[src/rtl/pulse_stretch_sched.sv]
// pulse_stretch_sched
//   Shares one stretched-pulse output line between NREQ one-cycle event
//   sources. Each request is latched as pending, pending requests are
//   granted round-robin, and the winner's pulse is stretched to its
//   programmed length. A forced low gap of GAP_CYC cycles follows each
//   pulse; with GAP_CYC=0 consecutive pulses run back-to-back.
//
//   state   | meaning
//   --------+-----------------------------------------------------------
//   IDLE    | line low, waiting for a pending request
//   STRETCH | out_pulse high, cnt counts the remaining high cycles - 1
//   GAP     | out_pulse low, cnt counts the remaining gap cycles - 1
//
// Ports
//   clk       clock, rising edge
//   rst_n     asynchronous active-low reset
//   req       per-requester 1-cycle request pulses
//   cfg_len   packed lengths, requester i at [i*LW +: LW]; 0 acts as 1
//   clr_ovf   synchronous clear of all ovf bits (a new overflow wins)
//   out_pulse shared stretched pulse (registered)
//   out_id    id of the current / last granted requester
//   pending   latched, not-yet-granted requests
//   ovf       sticky: request lost because it was already pending
//   busy      high in STRETCH or GAP
module pulse_stretch_sched #(
    parameter int NREQ    = 4,
    parameter int LW      = 8,
    parameter int GAP_CYC = 1
) (
    input  logic                    clk,
    input  logic                    rst_n,
    input  logic [NREQ-1:0]         req,
    input  logic [NREQ*LW-1:0]      cfg_len,
    input  logic                    clr_ovf,
    output logic                    out_pulse,
    output logic [$clog2(NREQ)-1:0] out_id,
    output logic [NREQ-1:0]         pending,
    output logic [NREQ-1:0]         ovf,
    output logic                    busy
);

    localparam int IDW = $clog2(NREQ);
    localparam logic [LW-1:0] GAP_LOAD = (GAP_CYC > 0) ? LW'(GAP_CYC - 1) : '0;

    typedef enum logic [1:0] {
        IDLE    = 2'd0,
        STRETCH = 2'd1,
        GAP     = 2'd2
    } state_t;

    state_t          state, state_d;
    logic [LW-1:0]   cnt, cnt_d;
    logic [IDW-1:0]  ptr, ptr_d;
    logic [IDW-1:0]  id_d;
    logic            pulse_d;

    logic            upper_hit, lower_hit;
    logic [IDW-1:0]  upper_id, lower_id, win;
    logic [LW-1:0]   win_len;
    logic            try_grant;
    logic [NREQ-1:0] grant_clr;
    logic [NREQ-1:0] ovf_set;

    // Round-robin pick: lowest pending index above ptr, else lowest overall
    // (wrap, which also covers ptr itself). Descending loop leaves the
    // lowest matching index as the final assignment.
    always_comb begin
        upper_hit = 1'b0;
        lower_hit = 1'b0;
        upper_id  = '0;
        lower_id  = '0;
        for (int i = NREQ - 1; i >= 0; i--) begin
            if (pending[i] && (IDW'(i) > ptr)) begin
                upper_hit = 1'b1;
                upper_id  = IDW'(i);
            end
            if (pending[i]) begin
                lower_hit = 1'b1;
                lower_id  = IDW'(i);
            end
        end
        win = upper_hit ? upper_id : lower_id;
    end

    always_comb begin
        win_len = '0;
        for (int i = 0; i < NREQ; i++) begin
            if (IDW'(i) == win) begin
                win_len = cfg_len[i*LW +: LW];
            end
        end
    end

    always_comb begin
        state_d   = state;
        cnt_d     = cnt;
        ptr_d     = ptr;
        id_d      = out_id;
        pulse_d   = out_pulse;
        grant_clr = '0;
        try_grant = 1'b0;

        case (state)
            IDLE: try_grant = 1'b1;
            STRETCH: begin
                if (cnt != '0) begin
                    cnt_d = cnt - 1'b1;
                end else begin
                    pulse_d = 1'b0;
                    if (GAP_CYC > 0) begin
                        state_d = GAP;
                        cnt_d   = GAP_LOAD;
                    end else begin
                        state_d   = IDLE;
                        try_grant = 1'b1;
                    end
                end
            end
            GAP: begin
                if (cnt != '0) begin
                    cnt_d = cnt - 1'b1;
                end else begin
                    // End of the gap grants directly, so the gap is exactly GAP_CYC.
                    state_d   = IDLE;
                    try_grant = 1'b1;
                end
            end
            default: state_d = IDLE;
        endcase

        if (try_grant && lower_hit) begin
            state_d        = STRETCH;
            pulse_d        = 1'b1;
            id_d           = win;
            ptr_d          = win;
            grant_clr[win] = 1'b1;
            cnt_d          = (win_len == '0) ? '0 : win_len - 1'b1;
        end
    end

    // A request that collides with an uncleared pending bit is lost.
    assign ovf_set = req & pending & ~grant_clr;
    assign busy    = (state != IDLE);

    always_ff @(posedge clk or negedge rst_n) begin
        if (!rst_n) begin
            state     <= IDLE;
            cnt       <= '0;
            ptr       <= IDW'(NREQ - 1);
            out_id    <= '0;
            out_pulse <= 1'b0;
            pending   <= '0;
            ovf       <= '0;
        end else begin
            state     <= state_d;
            cnt       <= cnt_d;
            ptr       <= ptr_d;
            out_id    <= id_d;
            out_pulse <= pulse_d;
            pending   <= req | (pending & ~grant_clr);
            ovf       <= (clr_ovf ? '0 : ovf) | ovf_set;
        end
    end

endmodule
[config.mk]
export PLATFORM = sky130hd
export DESIGN_NAME = pulse_stretch_sched
export DESIGN_NICKNAME = d
export VERILOG_FILES = /design/src/rtl/pulse_stretch_sched.sv
export SDC_FILE = /design/constraint.sdc
export NUM_CORES = 1
export LEC_CHECK = 0
export ABC_CLOCK_PERIOD_IN_PS = 2470
export CAP_MARGIN = 0
export CORE_MARGIN = 3
export CORE_UTILIZATION = 44
export CTS_CLUSTER_DIAMETER = 120
export DETAILED_ROUTE_END_ITERATION = 12
export PLACE_DENSITY_LB_ADDON = 0.2
export SLEW_MARGIN = 30
export SYNTH_ARGS = -nofsm -noshare
export SYNTH_HDL_FRONTEND = slang
export SYNTH_SLANG_ARGS = --single-unit
[constraint.sdc]
create_clock -name clk -period 2.47 [get_ports clk]
set_input_delay 0.6175 -clock clk [delete_from_list [all_inputs] [get_ports clk]]
set_output_delay 0.6175 -clock clk [all_outputs]
set_load 0.03 [all_outputs]
==> results of run 1 <==
power by group through the flow:
stage | sequential (mW) | clock (mW) | combinational, mW
floorplan | 0.867 | 0 | 2.12
global placement | 0.804 | 0 | 3.09
detailed placement | 0.813 | 0 | 3.13
CTS | 0.800 | 0.244 | 3.19
global route | 0.834 | 0.262 | 3.66
finish | 0.800 | 0.234 | 3.37
cell usage in the layout, fill, tap and decap left out, types with 2 or more instances in the layout:
master,instances
clkdlybuf4s50_1,50
nand2_1,27
buf_4,26
dfrtp_1,18
inv_1,17
o21ai_0,15
mux2i_1,14
a21oi_1,9
nor2_1,8
nand3_1,7
o21a_1,6
nor3_1,5
nor2b_1,4
ha_1,4
o21ai_1,3
mux2_4,3
o22ai_1,3
o31ai_1,3
xor2_1,3
a22oi_1,3
clkbuf_8,3
dfrtp_2,3
nor3b_1,2
nand2b_1,2
o21ai_2,2
o221a_2,2
nor4_1,2
a21o_1,2
a31oi_1,2
o211ai_1,2
xnor2_2,2
dfstp_2,2
final timing paths:
| check | start | endpoint | slack [ns] | depth (start not counted) |
|---|---|---|---|---|
| setup reg to reg | ptr[0] | cnt[7] | 0.007 | 10 |
| hold / removal | out_id[1] | out_id[1] | 0.48 | 2 |
| max in group asynchronous | rst_n | ptr[0] | 1.48 | 2 |
| min in group asynchronous | rst_n | ovf[0] | 0.71 | 2 |
| setup / recovery | ptr[0] | cnt[7] | 0.007 | 10 |
| hold reg to reg | out_id[1] | out_id[1] | 0.48 | 2 |
flip-flops by register name, summed over array words and instances, names as in the netlist:
name,flops
out_pulse,1
out_id,2
ptr,2
pending,4
ovf,4
state,2
cnt,8
worst reg2reg max path, delay by kind of cell, from the launching register on:
kind	cells	cell delay, ns
mux	2	0.42
fa+ha+maj	1	0.12
flops	1	0.61
simple gates	5	0.72
compound gates	2	0.48
stage by stage:
| step | instances | TNS, ns | cell area [µm²] |
|---|---|---|---|
| 3_5_place_dp | 331 | -0.002212 | 2638 |
| 3_3_place_gp | 331 | 0 | 2638 |
| 2_1_floorplan | 216 | -0.01847 | 1963 |
| 6_report | 340 | 0 | 2771 |
| 5_1_grt | 340 | -0.4198 | 2771 |
| 4_1_cts | 338 | 0 | 2703 |
layer usage:
layer	global-route usage [%]	vias to the layer above	share of wire, %
met1	26.93	904	45
met2	34.28	69	49
met4	6.762	0	0.89
met5	0	-	0
li1	-	941	-
met3	2.078	4	4.9
cell families (layout without fill, tap and decap cells):
group	Yosys count	in the layout	synth area share, %
simple gates	72	72	21.56
buf+inv	24	98	6.049
mux	19	19	10.42
flops	23	23	29.73
xor+xnor	5	5	2.253
compound gates	67	67	26.13
fa+ha+maj	6	6	3.861
area by class of cell:
class	instances	area share, %
Clock buffer	4	1.625
Inverter	17	2.302
Multi-Input combinational cell	169	47.54
Sequential cell	23	20.99
Tap cell	50	2.257
Timing Repair Buffer	77	25.28
timing repair:
action / 4_1_cts / 5_1_grt
pin swaps: 1 / 1
setup endpoints to repair: 1 / 8
gates cloned: 0 / 0
buffers inserted: 3 / 2
gates resized for setup: 1 / 12
==> results.toml, run 1 <==
[synth]
ys_top_cells_by_count = "nand2_1 (28), dfrtp_1 (21), o21ai_0 (18)"
post_synth_inst_count = 216
synth-edff-count = 0
syn_area_per_cell_um2 = 9.002
asyncSetResetFlopFracSynth_pct = 100.0
top_cells_by_area_synth = "dfrtp_1 (27%), mux2i_1 (7.2%), nand2_1 (5.4%)"
ffs_latches_synth = 23
post_synth_num_cell_types = 59
synthMostInstantiatedCell = "nand2_1"
yosysTopAreaCell = "dfrtp_1"
area_share_of_the_largest_cell_type_after_synthesis_pct = 27.03
yosysSeqAreaShare_pct = 29.73
synth.cell_area_mm2 = 0.001944
postSynthNetCount = 261
ys.warnings.count = 0
synthFlopType = "dfrtp_1"

[cts]
numClockSinks = 23
cts_tree = "built"
cts.reportedPaths.clkPinSlew_ns = 0.08
holdBufCountCts = 0
number_of_h_tree_branching_levels = 1
ctsRootBufferMaster = "clkbuf_8"
worst_skew_pair.late_latency_ns = 0.26
ctsLongestPathBuffers = 2
tritoncts.num_buffers = 3

[timing]
rsz_0062_raised_after_global_routing = "yes"
clock_skew_ns = 0.002351
final_worst_setup_slack_ns = 0.006912
transition_time_at_the_pin_with_the_least_slew_margin_ns = 0.5647
min_period_over_period_pct = 99.72
report.final.slew_viol_count = 0
report.final.setup_viol = 0
slew_headroom_pct = 62.27
hold_violations = 0
clock.fmax_mhz = 406.0
timing.hold.ws_ns = 0.4794
finalWorstPathRequiredPeriod_ns = 2.463

[grt]
vias_in_the_first_global_route = 1910
globalRouteOverflowTotal = 0
initial_antenna_violation_count = 0
grt_start_max_net_pins = 24
grt_pass1_wl_um = 8493
grt_total_usage_pct = 20.24

[floorplanning]
top_level_ports = 51
row_count = 23
die-area_mm2 = 0.005253
die_h_um = 72.48
die_w_um = 72.48
floorplan.initialDensity_pct = 46.92
core_area_mm2 = 0.004144

[setup_path]
path_class = "reg2reg"
critPathArrivalTime_ns = 2.61
kind_of_start_point_of_the_critical_path = "flop"
worstPathBufferInverterCount = 0
max_stage_delay_ns = 0.61
timing.critical_path.fanout_max = 6
crit_chain = "nor2b_4 > o21a_4 > nor3_4 > mux2i_1 > mux2_4 > ha_4 > and3b_1 > nand4_4 > a221oi_2 > nor3_1"
critPathSlowestCell = "dfstp_2"
critPathCaptureType = "flop"
timing.critical_path.required_ns = 2.62
delay_heaviest_family_cp = "simple AND/OR/NAND/NOR gates"

[finish]
nets = 336
areaGrowthSynthToFinish_pct = 42.54
layout-drive-gt1-share_pct = 23.45
fill_cells = 346
area_of_the_multi_input_gates_mm2 = 0.001318
diodes = 0
regArea_um2 = 581.8
finalCoreUtilization_pct = 66.88

[routing]
routed_wire_per_std_cell_um = 14.80
detailedRoute.firstIterationViolations = 111
vias_per_cell = 5.641
final_antenna_net_count = 0
drt-total-wl_um = 5032
remaining_drc_errors = 0
detailroute.via_count = 1918
drt-pass1-iter-count = 4

[placement]
pre_cts_ws_ns = -0.002212
finalWeightedCongestion = 0.8335
place.detailed.hpwl_um = 3987
port_buffers = 50

[power]
switching_share_pct = 47.50
clkPwrFrac_pct = 5.3
cellInternalPower_mw = 2.312
switching_power_mw = 2.092
ir_drop_mv = 0.7684
fin_total_pwr_mw = 4.404
leakage_nw = 1.213
power_frac_seq_pct = 18.2
power_density_mw_per_mm2 = 1589
power.combinational.fraction_pct = 76.5

[status]
status = "completed"

[min_path]
timing.hold.worst.class = "reg2reg"

[flow_run]
cap_violations = 0
No activity file was read; power rests on OpenSTA's default activity.
==> inputs of run 2 (changes only) <==
CTS_CLUSTER_SIZE = 25   (was unset)
==> results of run 2 <==
Same layout as run 1: the final DEF is identical, and so are final timing and power.
